### src/rtl/counter_pkg.sv
// Shared definitions for the counter operation scheduler: operation codes
// issued to the counter/output stage and the scheduler FSM encoding.
package counter_pkg;

    localparam int OP_W = 3;

    localparam logic [OP_W-1:0] OP_NOP  = 3'b000;
    localparam logic [OP_W-1:0] OP_INC  = 3'b001;
    localparam logic [OP_W-1:0] OP_DEC  = 3'b010;
    localparam logic [OP_W-1:0] OP_LOAD = 3'b011;
    localparam logic [OP_W-1:0] OP_CLR  = 3'b100;
    localparam logic [OP_W-1:0] OP_REF  = 3'b101;

    typedef enum logic {
        ST_IDLE  = 1'b0,
        ST_ISSUE = 1'b1
    } state_e;

endpackage

### src/rtl/counter_op_scheduler_if.sv
// Request pulses in, one operation at a time out over valid/ready.
// master: the scheduler; slave: the trigger sources and datapath side.
interface counter_op_scheduler_if;
    import counter_pkg::*;

    logic            inc_req;
    logic            dec_req;
    logic            load_req;
    logic            clr_req;
    logic            ref_req;
    logic            op_ready;
    logic            op_valid;
    logic [OP_W-1:0] op_code;
    logic            busy;
    logic            ovf;

    modport master (
        input  inc_req, dec_req, load_req, clr_req, ref_req, op_ready,
        output op_valid, op_code, busy, ovf
    );

    modport slave (
        output inc_req, dec_req, load_req, clr_req, ref_req, op_ready,
        input  op_valid, op_code, busy, ovf
    );

endinterface

### src/rtl/pend_counter.sv
// Saturating pending-request counter. A consume (dec) or flush is applied
// first, then an incoming pulse is counted on top of the result, so a pulse
// arriving together with a consume or flush is never lost. A pulse that
// would exceed the maximum is dropped and reported on ovf_pulse.
module pend_counter #(
    parameter int PEND_W = 4
) (
    input  logic              clk,
    input  logic              reset,
    input  logic              inc,
    input  logic              dec,
    input  logic              flush,
    output logic [PEND_W-1:0] cnt,
    output logic              ovf_pulse
);

    localparam logic [PEND_W-1:0] CNT_MAX = '1;

    logic [PEND_W-1:0] cnt_q, cnt_d;
    logic [PEND_W-1:0] base;

    // Next count: flush/consume first, then add the new pulse or flag overflow.
    always_comb begin
        base      = cnt_q;
        cnt_d     = cnt_q;
        ovf_pulse = 1'b0;
        if (flush) begin
            base = '0;
        end else if (dec && (cnt_q != '0)) begin
            base = cnt_q - PEND_W'(1);
        end
        cnt_d = base;
        if (inc) begin
            if (base == CNT_MAX) begin
                ovf_pulse = 1'b1;
            end else begin
                cnt_d = base + PEND_W'(1);
            end
        end
    end

    // Count register.
    always_ff @(posedge clk or negedge reset) begin
        if (!reset) begin
            cnt_q <= '0;
        end else begin
            cnt_q <= cnt_d;
        end
    end

    assign cnt = cnt_q;

endmodule

### src/rtl/counter_op_scheduler.sv
// Collects trigger pulses as pending requests, arbitrates them with fixed
// priority CLR > LOAD > INC/DEC (round-robin) > REF, and issues one operation
// at a time over valid/ready. A granted operation is consumed only when the
// datapath accepts it. REF grants are rate-limited by a holdoff counter.
module counter_op_scheduler #(
    parameter int PEND_W  = 4,
    parameter int REF_GAP = 16
) (
    input  logic                   clk,
    input  logic                   reset,
    counter_op_scheduler_if.master bus
);
    import counter_pkg::*;

    localparam int HO_W = $clog2(REF_GAP + 1);

    state_e            state_q, state_d;
    logic              op_valid_q, op_valid_d;
    logic [OP_W-1:0]   op_code_q, op_code_d;
    logic              load_p_q, load_p_d;
    logic              clr_p_q, clr_p_d;
    logic              ref_p_q, ref_p_d;
    logic              rr_q, rr_d;
    logic              ovf_q, ovf_d;
    logic [HO_W-1:0]   holdoff_q, holdoff_d;

    logic [PEND_W-1:0] inc_cnt, dec_cnt;
    logic              inc_ovf, dec_ovf;
    logic              ref_elig;
    logic [OP_W-1:0]   win;
    logic              issue, accept;
    logic              cons_inc, cons_dec, cons_load, cons_clr, cons_ref;
    logic              clr_grant, ref_grant, incdec_grant;

    // Pending INC and DEC counts; a CLR grant flushes both.
    pend_counter #(.PEND_W(PEND_W)) u_inc_cnt (
        .clk       (clk),
        .reset     (reset),
        .inc       (bus.inc_req),
        .dec       (cons_inc),
        .flush     (clr_grant),
        .cnt       (inc_cnt),
        .ovf_pulse (inc_ovf)
    );

    pend_counter #(.PEND_W(PEND_W)) u_dec_cnt (
        .clk       (clk),
        .reset     (reset),
        .inc       (bus.dec_req),
        .dec       (cons_dec),
        .flush     (clr_grant),
        .cnt       (dec_cnt),
        .ovf_pulse (dec_ovf)
    );

    // Fixed-priority arbiter over registered pending state.
    always_comb begin
        ref_elig = ref_p_q && (holdoff_q == '0);
        win      = OP_NOP;
        if (clr_p_q) begin
            win = OP_CLR;
        end else if (load_p_q) begin
            win = OP_LOAD;
        end else if ((inc_cnt != '0) && (dec_cnt != '0)) begin
            win = rr_q ? OP_DEC : OP_INC;
        end else if (inc_cnt != '0) begin
            win = OP_INC;
        end else if (dec_cnt != '0) begin
            win = OP_DEC;
        end else if (ref_elig) begin
            win = OP_REF;
        end
    end

    // FSM next state and handshake outputs: register the winner in IDLE,
    // hold it in ISSUE until accepted.
    always_comb begin
        state_d    = state_q;
        op_valid_d = op_valid_q;
        op_code_d  = op_code_q;
        issue      = 1'b0;
        accept     = 1'b0;
        case (state_q)
            ST_IDLE: begin
                if (win != OP_NOP) begin
                    op_code_d  = win;
                    op_valid_d = 1'b1;
                    state_d    = ST_ISSUE;
                    issue      = 1'b1;
                end else begin
                    op_code_d  = OP_NOP;
                    op_valid_d = 1'b0;
                end
            end
            ST_ISSUE: begin
                if (bus.op_ready) begin
                    accept     = 1'b1;
                    op_valid_d = 1'b0;
                    op_code_d  = OP_NOP;
                    state_d    = ST_IDLE;
                end
            end
            default: begin
                state_d    = ST_IDLE;
                op_valid_d = 1'b0;
                op_code_d  = OP_NOP;
            end
        endcase
    end

    // Grant side effects and consumption of the accepted source. Flags merge
    // repeated pulses; a pulse on the consume edge keeps the flag set.
    always_comb begin
        cons_inc     = accept && (op_code_q == OP_INC);
        cons_dec     = accept && (op_code_q == OP_DEC);
        cons_load    = accept && (op_code_q == OP_LOAD);
        cons_clr     = accept && (op_code_q == OP_CLR);
        cons_ref     = accept && (op_code_q == OP_REF);
        clr_grant    = issue && (win == OP_CLR);
        ref_grant    = issue && (win == OP_REF);
        incdec_grant = issue && ((win == OP_INC) || (win == OP_DEC));

        load_p_d = (load_p_q && !cons_load) || bus.load_req;
        clr_p_d  = (clr_p_q  && !cons_clr)  || bus.clr_req;
        ref_p_d  = (ref_p_q  && !cons_ref)  || bus.ref_req;
        rr_d     = rr_q ^ incdec_grant;

        if (clr_grant) begin
            ovf_d = 1'b0;
        end else begin
            ovf_d = ovf_q || inc_ovf || dec_ovf;
        end

        if (ref_grant) begin
            holdoff_d = HO_W'(REF_GAP);
        end else if (holdoff_q != '0) begin
            holdoff_d = holdoff_q - HO_W'(1);
        end else begin
            holdoff_d = holdoff_q;
        end
    end

    // State, handshake and pending-flag registers.
    always_ff @(posedge clk or negedge reset) begin
        if (!reset) begin
            state_q    <= ST_IDLE;
            op_valid_q <= 1'b0;
            op_code_q  <= OP_NOP;
            load_p_q   <= 1'b0;
            clr_p_q    <= 1'b0;
            ref_p_q    <= 1'b0;
            rr_q       <= 1'b0;
            ovf_q      <= 1'b0;
            holdoff_q  <= '0;
        end else begin
            state_q    <= state_d;
            op_valid_q <= op_valid_d;
            op_code_q  <= op_code_d;
            load_p_q   <= load_p_d;
            clr_p_q    <= clr_p_d;
            ref_p_q    <= ref_p_d;
            rr_q       <= rr_d;
            ovf_q      <= ovf_d;
            holdoff_q  <= holdoff_d;
        end
    end

    assign bus.op_valid = op_valid_q;
    assign bus.op_code  = op_code_q;
    assign bus.ovf      = ovf_q;
    assign bus.busy     = op_valid_q | clr_p_q | load_p_q | ref_p_q
                        | (inc_cnt != '0) | (dec_cnt != '0);

endmodule

### src/flat_wrapper.sv
// flat-port wrapper written by rule: the top's interface ports become plain ports
module counter_op_scheduler_flat import counter_pkg::*;
#(
    parameter int PEND_W  = 4,
    parameter int REF_GAP = 16
)
  (clk, reset, bus_inc_req, bus_dec_req, bus_load_req, bus_clr_req, bus_ref_req, bus_op_ready, bus_op_valid, bus_op_code, bus_busy, bus_ovf);
  counter_op_scheduler_if bus_i ();
  input  logic clk;
  input  logic reset;
  input wire logic [$bits(bus_i.inc_req)-1:0] bus_inc_req;
  input wire logic [$bits(bus_i.dec_req)-1:0] bus_dec_req;
  input wire logic [$bits(bus_i.load_req)-1:0] bus_load_req;
  input wire logic [$bits(bus_i.clr_req)-1:0] bus_clr_req;
  input wire logic [$bits(bus_i.ref_req)-1:0] bus_ref_req;
  input wire logic [$bits(bus_i.op_ready)-1:0] bus_op_ready;
  output wire logic [$bits(bus_i.op_valid)-1:0] bus_op_valid;
  output wire logic [$bits(bus_i.op_code)-1:0] bus_op_code;
  output wire logic [$bits(bus_i.busy)-1:0] bus_busy;
  output wire logic [$bits(bus_i.ovf)-1:0] bus_ovf;
  assign bus_i.inc_req = bus_inc_req;
  assign bus_i.dec_req = bus_dec_req;
  assign bus_i.load_req = bus_load_req;
  assign bus_i.clr_req = bus_clr_req;
  assign bus_i.ref_req = bus_ref_req;
  assign bus_i.op_ready = bus_op_ready;
  assign bus_op_valid = bus_i.op_valid;
  assign bus_op_code = bus_i.op_code;
  assign bus_busy = bus_i.busy;
  assign bus_ovf = bus_i.ovf;
  counter_op_scheduler #(.PEND_W(PEND_W), .REF_GAP(REF_GAP)) u_core (.clk(clk), .reset(reset), .bus(bus_i));
endmodule
### config.mk
export PLATFORM = sky130hd
export DESIGN_NAME = counter_op_scheduler_flat
export DESIGN_NICKNAME = d
export VERILOG_FILES = /design/src/rtl/counter_pkg.sv /design/src/rtl/counter_op_scheduler_if.sv /design/src/rtl/pend_counter.sv /design/src/rtl/counter_op_scheduler.sv /design/src/flat_wrapper.sv
export SDC_FILE = /design/constraint.sdc
export NUM_CORES = 1
export LEC_CHECK = 0
export CORE_MARGIN = 8
export CORE_UTILIZATION = 35
export CTS_CLUSTER_DIAMETER = 120
export DETAILED_ROUTE_END_ITERATION = 12
export GPL_TIMING_DRIVEN = 1
export PLACE_DENSITY = 0.55
export SLEW_MARGIN = 25
export SYNTH_ARGS = -nofsm -noshare
export SYNTH_HDL_FRONTEND = slang
export SYNTH_SLANG_ARGS = --single-unit
### constraint.sdc
create_clock -name clk -period 2.8 [get_ports clk]
set_clock_uncertainty 0.15 [all_clocks]
set_input_delay 0.42 -clock clk [delete_from_list [all_inputs] [get_ports clk]]
set_output_delay 0.42 -clock clk [all_outputs]
set_load 0.02 [all_outputs]
==> results of run 1 <==
-- worst max-delay path: stages, from the launching register on --
cell      delay, ps
dfrtp_1         420
inv_1           110
ha_1            170
nor3b_4         270
nor3_1           90
buf_4           150
buf_4           130
a211oi_2        260
ha_1            240
buf_4           130
inv_1            50
nor3_1          190
a21oi_1         110
-- power by group through the flow --
stage | sequential, mW | combinational [mW] | clock, mW
6_report | 0.576 | 1.10 | 0.210
5_1_grt | 0.593 | 1.22 | 0.231
4_1_cts | 0.574 | 1.08 | 0.218
3_5_place_dp | 0.577 | 1.05 | 0
3_3_place_gp | 0.570 | 1.01 | 0
2_1_floorplan | 0.594 | 0.660 | 0
-- logic make-up (layout without fill, tap and decap cells) --
| family | Yosys count | in the layout |
|---|---|---|
| AOI/OAI and AO/OA | 33 | 33 |
| xor gates and xnor gates | 10 | 10 |
| adders and majority gates | 8 | 8 |
| buffers and inverters | 14 | 55 |
| DFF | 23 | 23 |
| muxes | 4 | 4 |
| and+or+nand+nor | 63 | 63 |
-- metrics by stage --
stage	power, mW	setup TNS, ps	area [um2]	instances
after floorplan	1.25	0	1570	155
after global placement	1.58	-111	1940	243
after detailed placement	1.63	-570	1940	243
after CTS	1.87	0	1990	247
after global routing	2.04	0	2020	248
final	1.89	0	2020	248
-- sequential cells by signal, indices dropped and copies added, names as in the netlist --
register and count:
u_core.bus.op_code 3, u_core.bus.op_valid 1, u_core.bus.ovf 1, u_core.clr_p_q 1, u_core.holdoff_q 5, u_core.load_p_q 1
u_core.ref_p_q 1, u_core.rr_q 1, u_core.state_q 1, u_core.u_dec_cnt.cnt 4, u_core.u_inc_cnt.cnt 4
-- cells in the mapped netlist, types with 3 or more instances --
| master | instances | area, um2 |
|---|---|---|
| a211oi_1 | 4 | 30.0 |
| a21o_1 | 4 | 30.0 |
| a21oi_1 | 4 | 20.0 |
| dfrtp_1 | 23 | 576 |
| ha_1 | 8 | 100 |
| inv_1 | 12 | 45.0 |
| nand2_1 | 11 | 41.3 |
| nand2b_1 | 5 | 31.3 |
| nand3_1 | 3 | 15.0 |
| nor2_1 | 9 | 33.8 |
| nor2b_1 | 4 | 25.0 |
| nor3_1 | 7 | 35.0 |
| o21ai_0 | 7 | 35.0 |
| or3_1 | 3 | 18.8 |
| xnor2_1 | 7 | 61.3 |
-- metal layers --
layer | vias up | GRT usage [%] | share of wire (%) | wire [um]
met2 | 11 | 19.8 | 54 | 1920
met5 | - | 0 | 0 | 0
met4 | 0 | 2.56 | 0.48 | 17
met3 | 2 | 1.66 | 2.2 | 80
met1 | 632 | 11.2 | 43 | 1540
li1 | 637 | - | - | -
-- layout make-up --
cell class	instances	area share [%]
flip-flops and latches	23	28.5
inverters	12	2.23
clock buffers	3	2.05
clock inverters	1	0.248
multi-input cells	118	47.7
repair buffers	39	16.1
well taps	52	3.22
-- what timing repair did --
item	in CTS	in global routing
endpoints found under the hold margin	0	0
endpoints found under the setup margin	4	7
buffers inserted	0	1
resized for setup	3	3
hold buffers	0	0
-- worst paths after layout --
| check | slack (ps) | cells past startpoint | end | startpoint |
|---|---|---|---|---|
| max | 180 | 12 | u_core.u_inc_cnt.cnt[2] | u_core.u_inc_cnt.cnt[0] |
| min | 350 | 2 | u_core.bus.ovf | u_core.bus.ovf |
| max reg2reg | 180 | 12 | u_core.u_inc_cnt.cnt[2] | u_core.u_inc_cnt.cnt[0] |
| min reg2reg | 350 | 2 | u_core.bus.ovf | u_core.bus.ovf |
| max in group asynchronous | 1900 | 2 | u_core.holdoff_q[3] | reset |
| min in group asynchronous | 360 | 2 | u_core.bus.op_valid | reset |
==> flow_results.xml, run 1 <==
<?xml version="1.0" encoding="UTF-8"?>
<metrics>
  <group name="synth">
    <metric name="post_synth_mux_area_share" unit="%">2.94</metric>
    <metric name="synthArstFlopShare" unit="%">100</metric>
    <metric name="synth-edff-count" unit="">0</metric>
    <metric name="yosys.area_share.xor_xnor" unit="%">6.04</metric>
    <metric name="synth-seq-cells" unit="">23</metric>
    <metric name="synth.net_count" unit="">171</metric>
    <metric name="yosysWarningCount" unit="">0</metric>
    <metric name="post_synth_inst_count" unit="">155</metric>
    <metric name="synth_compound_gate_area_share" unit="%">17.7</metric>
    <metric name="synth-seq-area-share" unit="%">36.6</metric>
    <metric name="synth_top_family_by_area" unit="">simple AND/OR/NAND/NOR gates</metric>
    <metric name="synth_fa_ha_area_share" unit="%">6.36</metric>
    <metric name="ys_dominant_reg_cell" unit="">dfrtp_1</metric>
    <metric name="netlist_area" unit="um2">1570</metric>
    <metric name="synth_cell_type_count" unit="">53</metric>
    <metric name="synth.avg_cell_area" unit="um2">10.2</metric>
    <metric name="yosys.area_share.simple" unit="%">26.3</metric>
  </group>
  <group name="grt">
    <metric name="global_route_overflow" unit="">0</metric>
    <metric name="grt_pass1_wl" unit="um">6180</metric>
    <metric name="gr-usage-all-layers" unit="%">10.3</metric>
    <metric name="grt_antenna_before_repair" unit="">0</metric>
    <metric name="first_global_vias" unit="">1363</metric>
    <metric name="grt_start_max_net_pins" unit="">24</metric>
  </group>
  <group name="sta">
    <metric name="rsz0062_at_grt" unit="">false</metric>
    <metric name="max-slew-margin-rel" unit="%">74.0</metric>
    <metric name="maxSlewViolCount" unit="">0</metric>
    <metric name="timing.fmax" unit="MHz">382</metric>
    <metric name="hold_viol" unit="">0</metric>
    <metric name="worst_pin_slew" unit="ps">386</metric>
    <metric name="post-route-worst-setup-slack" unit="ps">185</metric>
    <metric name="setup_viol" unit="">0</metric>
    <metric name="fin_hold_ws" unit="ps">345</metric>
    <metric name="finalWorstPathRequiredPeriod" unit="ps">2620</metric>
    <metric name="post-route-period-util" unit="%">93.4</metric>
  </group>
  <group name="placed_design">
    <metric name="gp_congestion" unit="">0.802</metric>
    <metric name="detailedPlace.worstSlack" unit="ps">-182</metric>
    <metric name="dp_hpwl" unit="um">2780</metric>
    <metric name="port_buffers" unit="">13</metric>
  </group>
  <group name="drt">
    <metric name="post_drt_via_cell_ratio" unit="">5.17</metric>
    <metric name="num_vias" unit="">1282</metric>
    <metric name="post_drt_wl_per_cell" unit="um">14.4</metric>
    <metric name="drt_iter0_drc" unit="">29</metric>
    <metric name="total_wirelength" unit="um">3560</metric>
    <metric name="drtAntennaViolNets" unit="">0</metric>
    <metric name="drcViolationCount" unit="">0</metric>
    <metric name="drt-pass1-iter-count" unit="">4</metric>
  </group>
  <group name="finish">
    <metric name="multi_input_area" unit="um2">962</metric>
    <metric name="nets" unit="">213</metric>
    <metric name="synthToLayoutAreaGrowth" unit="%">28.2</metric>
    <metric name="finalCoreUtilization" unit="%">46.4</metric>
    <metric name="layout.cells.most_common_list" unit="">buf_4, dfrtp_1, inv_1, clkdlybuf4s50_1, nand2_1</metric>
    <metric name="mostFrequentLayoutCell" unit="">buf_4</metric>
    <metric name="layout.filler_cells" unit="">398</metric>
    <metric name="insertedDiodeCount" unit="">0</metric>
    <metric name="final_layout_size_suffix_gt1_share" unit="%">28.1</metric>
    <metric name="layout.area.seq" unit="um2">576</metric>
  </group>
  <group name="power_and_ir_drop">
    <metric name="power_report.internal_total" unit="mW">1.10</metric>
    <metric name="power.switching" unit="mW">0.784</metric>
    <metric name="combinational_share_of_power" unit="%">58.3</metric>
    <metric name="static-leakage-power" unit="nW">0.874</metric>
    <metric name="max-vdd-ir-drop" unit="mV">0.393</metric>
    <metric name="powerDensity" unit="nW/um2">934</metric>
    <metric name="power.share.sequential" unit="%">30.5</metric>
    <metric name="power.switching_fraction" unit="%">41.6</metric>
    <metric name="clock_network_fraction_of_design_power" unit="%">11.2</metric>
  </group>
  <group name="floorplanning">
    <metric name="die_w" unit="um">83.1</metric>
    <metric name="floorplan.die.height" unit="um">83.1</metric>
    <metric name="die_area" unit="um2">6900</metric>
    <metric name="floorplan_core_area" unit="um2">4350</metric>
    <metric name="rows" unit="">24</metric>
    <metric name="initial_standard_cell_utilization_of_the_core" unit="%">36.1</metric>
    <metric name="top_level_ports" unit="">14</metric>
  </group>
  <group name="clock_network">
    <metric name="clock_sink_count" unit="">23</metric>
    <metric name="clockBufferDepth" unit="">2</metric>
    <metric name="clk_transition_reported_paths" unit="ps">90</metric>
    <metric name="clock_tree_from_tritoncts" unit="">yes</metric>
    <metric name="cts_inserted_buffers" unit="">3</metric>
    <metric name="insertion_delay" unit="ps">260</metric>
    <metric name="ctsRootBufferMaster" unit="">clkbuf_8</metric>
    <metric name="clock_tree.htree_level_count" unit="">1</metric>
  </group>
  <group name="worst_setup_path">
    <metric name="timing.critical_path.from_type" unit="">flop</metric>
    <metric name="path_max_fanout" unit="">4</metric>
    <metric name="cp.arrival" unit="ps">2610</metric>
    <metric name="cp_data_required_time" unit="ps">2790</metric>
    <metric name="worstSetupPathType" unit="">flop to flop</metric>
    <metric name="critical_path.endpoint_type" unit="">flop</metric>
  </group>
  <group name="status">
    <metric name="run_status" unit="">completed</metric>
  </group>
  <group name="flow_run">
    <metric name="cap_viol_max_count" unit="">0</metric>
  </group>
  <group name="worst_hold_path">
    <metric name="class_of_the_most_critical_hold_timing_path" unit="">flop to flop</metric>
  </group>
</metrics>
(Power assumes the default switching activity.)
==> inputs of run 2 (changes only) <==
--- a/config.mk
+++ b/config.mk
@@ -10,6 +10,7 @@
 export CTS_CLUSTER_DIAMETER = 120
 export DETAILED_ROUTE_END_ITERATION = 12
 export GPL_TIMING_DRIVEN = 1
+export HOLD_SLACK_MARGIN = 0.02
 export PLACE_DENSITY = 0.55
 export SLEW_MARGIN = 25
 export SYNTH_ARGS = -nofsm -noshare
==> results of run 2 <==
No change in the layout: final DEF, timing and power equal those of run 1.
==> inputs of run 3 (changes only) <==
--- a/config.mk
+++ b/config.mk
@@ -5,6 +5,7 @@
 export SDC_FILE = /design/constraint.sdc
 export NUM_CORES = 1
 export LEC_CHECK = 0
+export CORE_ASPECT_RATIO = 1.5
 export CORE_MARGIN = 8
 export CORE_UTILIZATION = 35
 export CTS_CLUSTER_DIAMETER = 120
==> constraint.sdc (replaced) <==
create_clock -name clk -period 2.8 [get_ports clk]
set_clock_uncertainty 0.15 [all_clocks]
set_input_delay 0.42 -clock clk [delete_from_list [all_inputs] [get_ports clk]]
set_output_delay 0.42 -clock clk [all_outputs]
set_load 0.05 [all_outputs]
==> run 3 against run 2 <==
Worst hold slack lost 16 ps. Sequential share of layout area grew 0.089 points. Via count fell by 0.86%. Setup slack improved by 28 ps. Sequential power about the same. Count of clock-buffer cells in the layout did not move. Die area rose by 0.65%. Critical path type unchanged. Critical endpoint is now u_core.u_dec_cnt.cnt[1].
==> flow_results.xml, run 3 (same netlist as run 1, synthesis figures left out) <==
<?xml version="1.0" encoding="UTF-8"?>
<metrics>
  <group name="status">
    <metric name="run_status" unit="">completed</metric>
  </group>
  <group name="grt">
    <metric name="global_route_overflow" unit="">0</metric>
    <metric name="grt_antenna_before_repair" unit="">0</metric>
    <metric name="grt_pass1_wl" unit="um">6440</metric>
    <metric name="grt_start_max_net_pins" unit="">24</metric>
    <metric name="gr-usage-all-layers" unit="%">11.3</metric>
    <metric name="first_global_vias" unit="">1421</metric>
  </group>
  <group name="worst_setup_path">
    <metric name="cp_slowest_stage_delay" unit="ps">400</metric>
    <metric name="cp_cell_instances" unit="">inv_1 -&gt; ha_1 -&gt; nor3b_2 -&gt; nor3_2 -&gt; buf_4 -&gt; xnor2_1 -&gt; nor2_1 -&gt; ha_1 -&gt; inv_1 -&gt; o31ai_4 -&gt; mux2_1</metric>
    <metric name="timing.critical_path.from_type" unit="">flop</metric>
    <metric name="critical_path.startpoint" unit="">u_core.u_dec_cnt.cnt[0]</metric>
    <metric name="timing.rr.start" unit="">u_core.u_dec_cnt.cnt[0]</metric>
    <metric name="worstSetupPathType" unit="">flop to flop</metric>
    <metric name="critical_path.reg2reg.endpoint" unit="">u_core.u_dec_cnt.cnt[1]</metric>
    <metric name="crit_buf_inv" unit="">3</metric>
    <metric name="timing.critical_path.to" unit="">u_core.u_dec_cnt.cnt[1]</metric>
    <metric name="crit_path_depth" unit="">11</metric>
    <metric name="path_max_fanout" unit="">4</metric>
    <metric name="cp.arrival" unit="ps">2590</metric>
    <metric name="path_delay_family" unit="">simple AND/OR/NAND/NOR gates</metric>
    <metric name="cp_data_required_time" unit="ps">2800</metric>
    <metric name="slowest_stage" unit="">dfrtp_1</metric>
    <metric name="worst-r2r-setup-slack" unit="ps">210</metric>
    <metric name="critical_path.endpoint_type" unit="">flop</metric>
    <metric name="worst-r2r-cell-count" unit="">11</metric>
  </group>
  <group name="power_and_ir_drop">
    <metric name="powerDensity" unit="nW/um2">955</metric>
    <metric name="max-vdd-ir-drop" unit="mV">0.482</metric>
    <metric name="static-leakage-power" unit="nW">0.882</metric>
  </group>
  <group name="sta">
    <metric name="finalWorstPathRequiredPeriod" unit="ps">2590</metric>
    <metric name="post-route-worst-setup-slack" unit="ps">213</metric>
    <metric name="worst_pin_slew" unit="ps">500</metric>
    <metric name="rsz0062_at_grt" unit="">false</metric>
    <metric name="timing.fmax" unit="MHz">386</metric>
    <metric name="max-slew-margin-rel" unit="%">66.6</metric>
    <metric name="fin_hold_ws" unit="ps">329</metric>
    <metric name="maxSlewViolCount" unit="">0</metric>
    <metric name="hold_viol" unit="">0</metric>
    <metric name="setup_viol" unit="">0</metric>
    <metric name="post-route-period-util" unit="%">92.4</metric>
  </group>
  <group name="worst_hold_path">
    <metric name="class_of_the_most_critical_hold_timing_path" unit="">flop to flop</metric>
  </group>
  <group name="flow_run">
    <metric name="cap_viol_max_count" unit="">0</metric>
  </group>
  <group name="floorplanning">
    <metric name="top_level_ports" unit="">14</metric>
    <metric name="floorplan_core_area" unit="um2">4430</metric>
    <metric name="rows" unit="">30</metric>
    <metric name="initial_standard_cell_utilization_of_the_core" unit="%">35.5</metric>
    <metric name="floorplan.die.height" unit="um">98.1</metric>
    <metric name="die_area" unit="um2">6940</metric>
    <metric name="die_w" unit="um">70.8</metric>
  </group>
  <group name="clock_network">
    <metric name="cts.hold.buffers_added" unit="">0</metric>
    <metric name="insertion_delay" unit="ps">260</metric>
    <metric name="cts_inserted_buffers" unit="">3</metric>
    <metric name="clock_tree.htree_level_count" unit="">1</metric>
    <metric name="clockBufferDepth" unit="">2</metric>
    <metric name="clock_tree_from_tritoncts" unit="">yes</metric>
    <metric name="clk_transition_reported_paths" unit="ps">90</metric>
    <metric name="post-cts-setup-buffers" unit="">0</metric>
    <metric name="ctsResizeCount" unit="">0</metric>
    <metric name="clock_sink_count" unit="">23</metric>
    <metric name="ctsRootBufferMaster" unit="">clkbuf_8</metric>
  </group>
  <group name="drt">
    <metric name="drtAntennaViolNets" unit="">0</metric>
    <metric name="num_vias" unit="">1271</metric>
    <metric name="post_drt_via_cell_ratio" unit="">5.19</metric>
    <metric name="total_wirelength" unit="um">3550</metric>
    <metric name="post_drt_wl_per_cell" unit="um">14.5</metric>
    <metric name="drcViolationCount" unit="">0</metric>
    <metric name="drt-pass1-iter-count" unit="">4</metric>
    <metric name="drt_iter0_drc" unit="">19</metric>
  </group>
  <group name="placed_design">
    <metric name="detailedPlace.worstSlack" unit="ps">-124</metric>
    <metric name="gp_congestion" unit="">0.916</metric>
    <metric name="dp_hpwl" unit="um">2840</metric>
    <metric name="port_buffers" unit="">13</metric>
  </group>
  <group name="finish">
    <metric name="layout.cells.most_common_list" unit="">buf_4, dfrtp_1, inv_1, clkdlybuf4s50_1, nand2_1</metric>
    <metric name="largest_reg_flops" unit="">5</metric>
    <metric name="nets" unit="">214</metric>
    <metric name="insertedDiodeCount" unit="">0</metric>
    <metric name="largest-register" unit="">u_core.holdoff_q</metric>
    <metric name="final_layout_size_suffix_gt1_share" unit="%">29.4</metric>
    <metric name="mostFrequentLayoutCell" unit="">buf_4</metric>
    <metric name="synthToLayoutAreaGrowth" unit="%">27.8</metric>
    <metric name="finalCoreUtilization" unit="%">45.4</metric>
  </group>
</metrics>
==> run 3: changes by cell type in the layout (fill, tap and decap cells not counted) <==
cell	previous run	this run
buf_4	26	28
nor3b_2	0	2
nor3b_4	2	0
a211oi_1	3	2
a211oi_2	1	2
dlygate4sd2_1	1	0
==> run 3: per-stage QoR <==
| stage | TNS, ps | cells | total power, mW | instance area, um2 |
|---|---|---|---|---|
| 3_3_place_gp | -202 | 241 | 1.66 | 1950 |
| 4_1_cts | 0 | 245 | 1.92 | 1990 |
| 2_1_floorplan | 0 | 155 | 1.30 | 1570 |
| 5_1_grt | 0 | 245 | 2.09 | 2010 |
| 6_report | 0 | 245 | 1.92 | 2010 |
| 3_5_place_dp | -287 | 241 | 1.70 | 1950 |
==> run 3: where the power goes <==
| group | leakage [nW] | switching [mW] | internal [mW] |
|---|---|---|---|
| clock | 0.0255 | 0.111 | 0.0994 |
| combinational | 0.577 | 0.585 | 0.548 |
| sequential | 0.280 | 0.127 | 0.450 |
| total | 0.882 | 0.823 | 1.10 |
==> run 3: worst min path at each step <==
stage,start,endpoint,slack (ps),cells past startpoint
detailed placement,u_core.rr_q,u_core.rr_q,310,1
global route,u_core.rr_q,u_core.rr_q,350,1
CTS,u_core.rr_q,u_core.rr_q,330,1
finish,u_core.rr_q,u_core.rr_q,330,1
global placement,u_core.bus.ovf,u_core.bus.ovf,320,2
floorplan,reset,u_core.bus.op_code[0],-30,0
==> run 3: layer usage <==
layer | global-route usage (%) | up-vias | part of all wire [%] | wire length, um
met5 | 0 | - | 0 | 0
met4 | 4.19 | 0 | 1.2 | 43
met3 | 1.95 | 4 | 1.5 | 52
met2 | 21.9 | 6 | 59 | 2090
met1 | 11.4 | 626 | 38 | 1360
li1 | - | 635 | - | -
==> run 3: worst reg2reg max path, cell delays in order (launching register included) <==
cell	delay, ps
dfrtp_1	400
inv_1	100
ha_1	180
nor3b_2	240
nor3_2	80
buf_4	150
xnor2_1	110
nor2_1	140
ha_1	220
inv_1	90
o31ai_4	280
mux2_1	340
==> run 3: final cells by class <==
class | count | area (um2)
clock inverter | 1 | 5.00
timing repair buffer | 40 | 330
inverter | 12 | 45.0
tap | 48 | 60.1
fill | 428 | 2420
multi-input combinational | 118 | 955
sequential | 23 | 576
clock buffer | 3 | 41.3
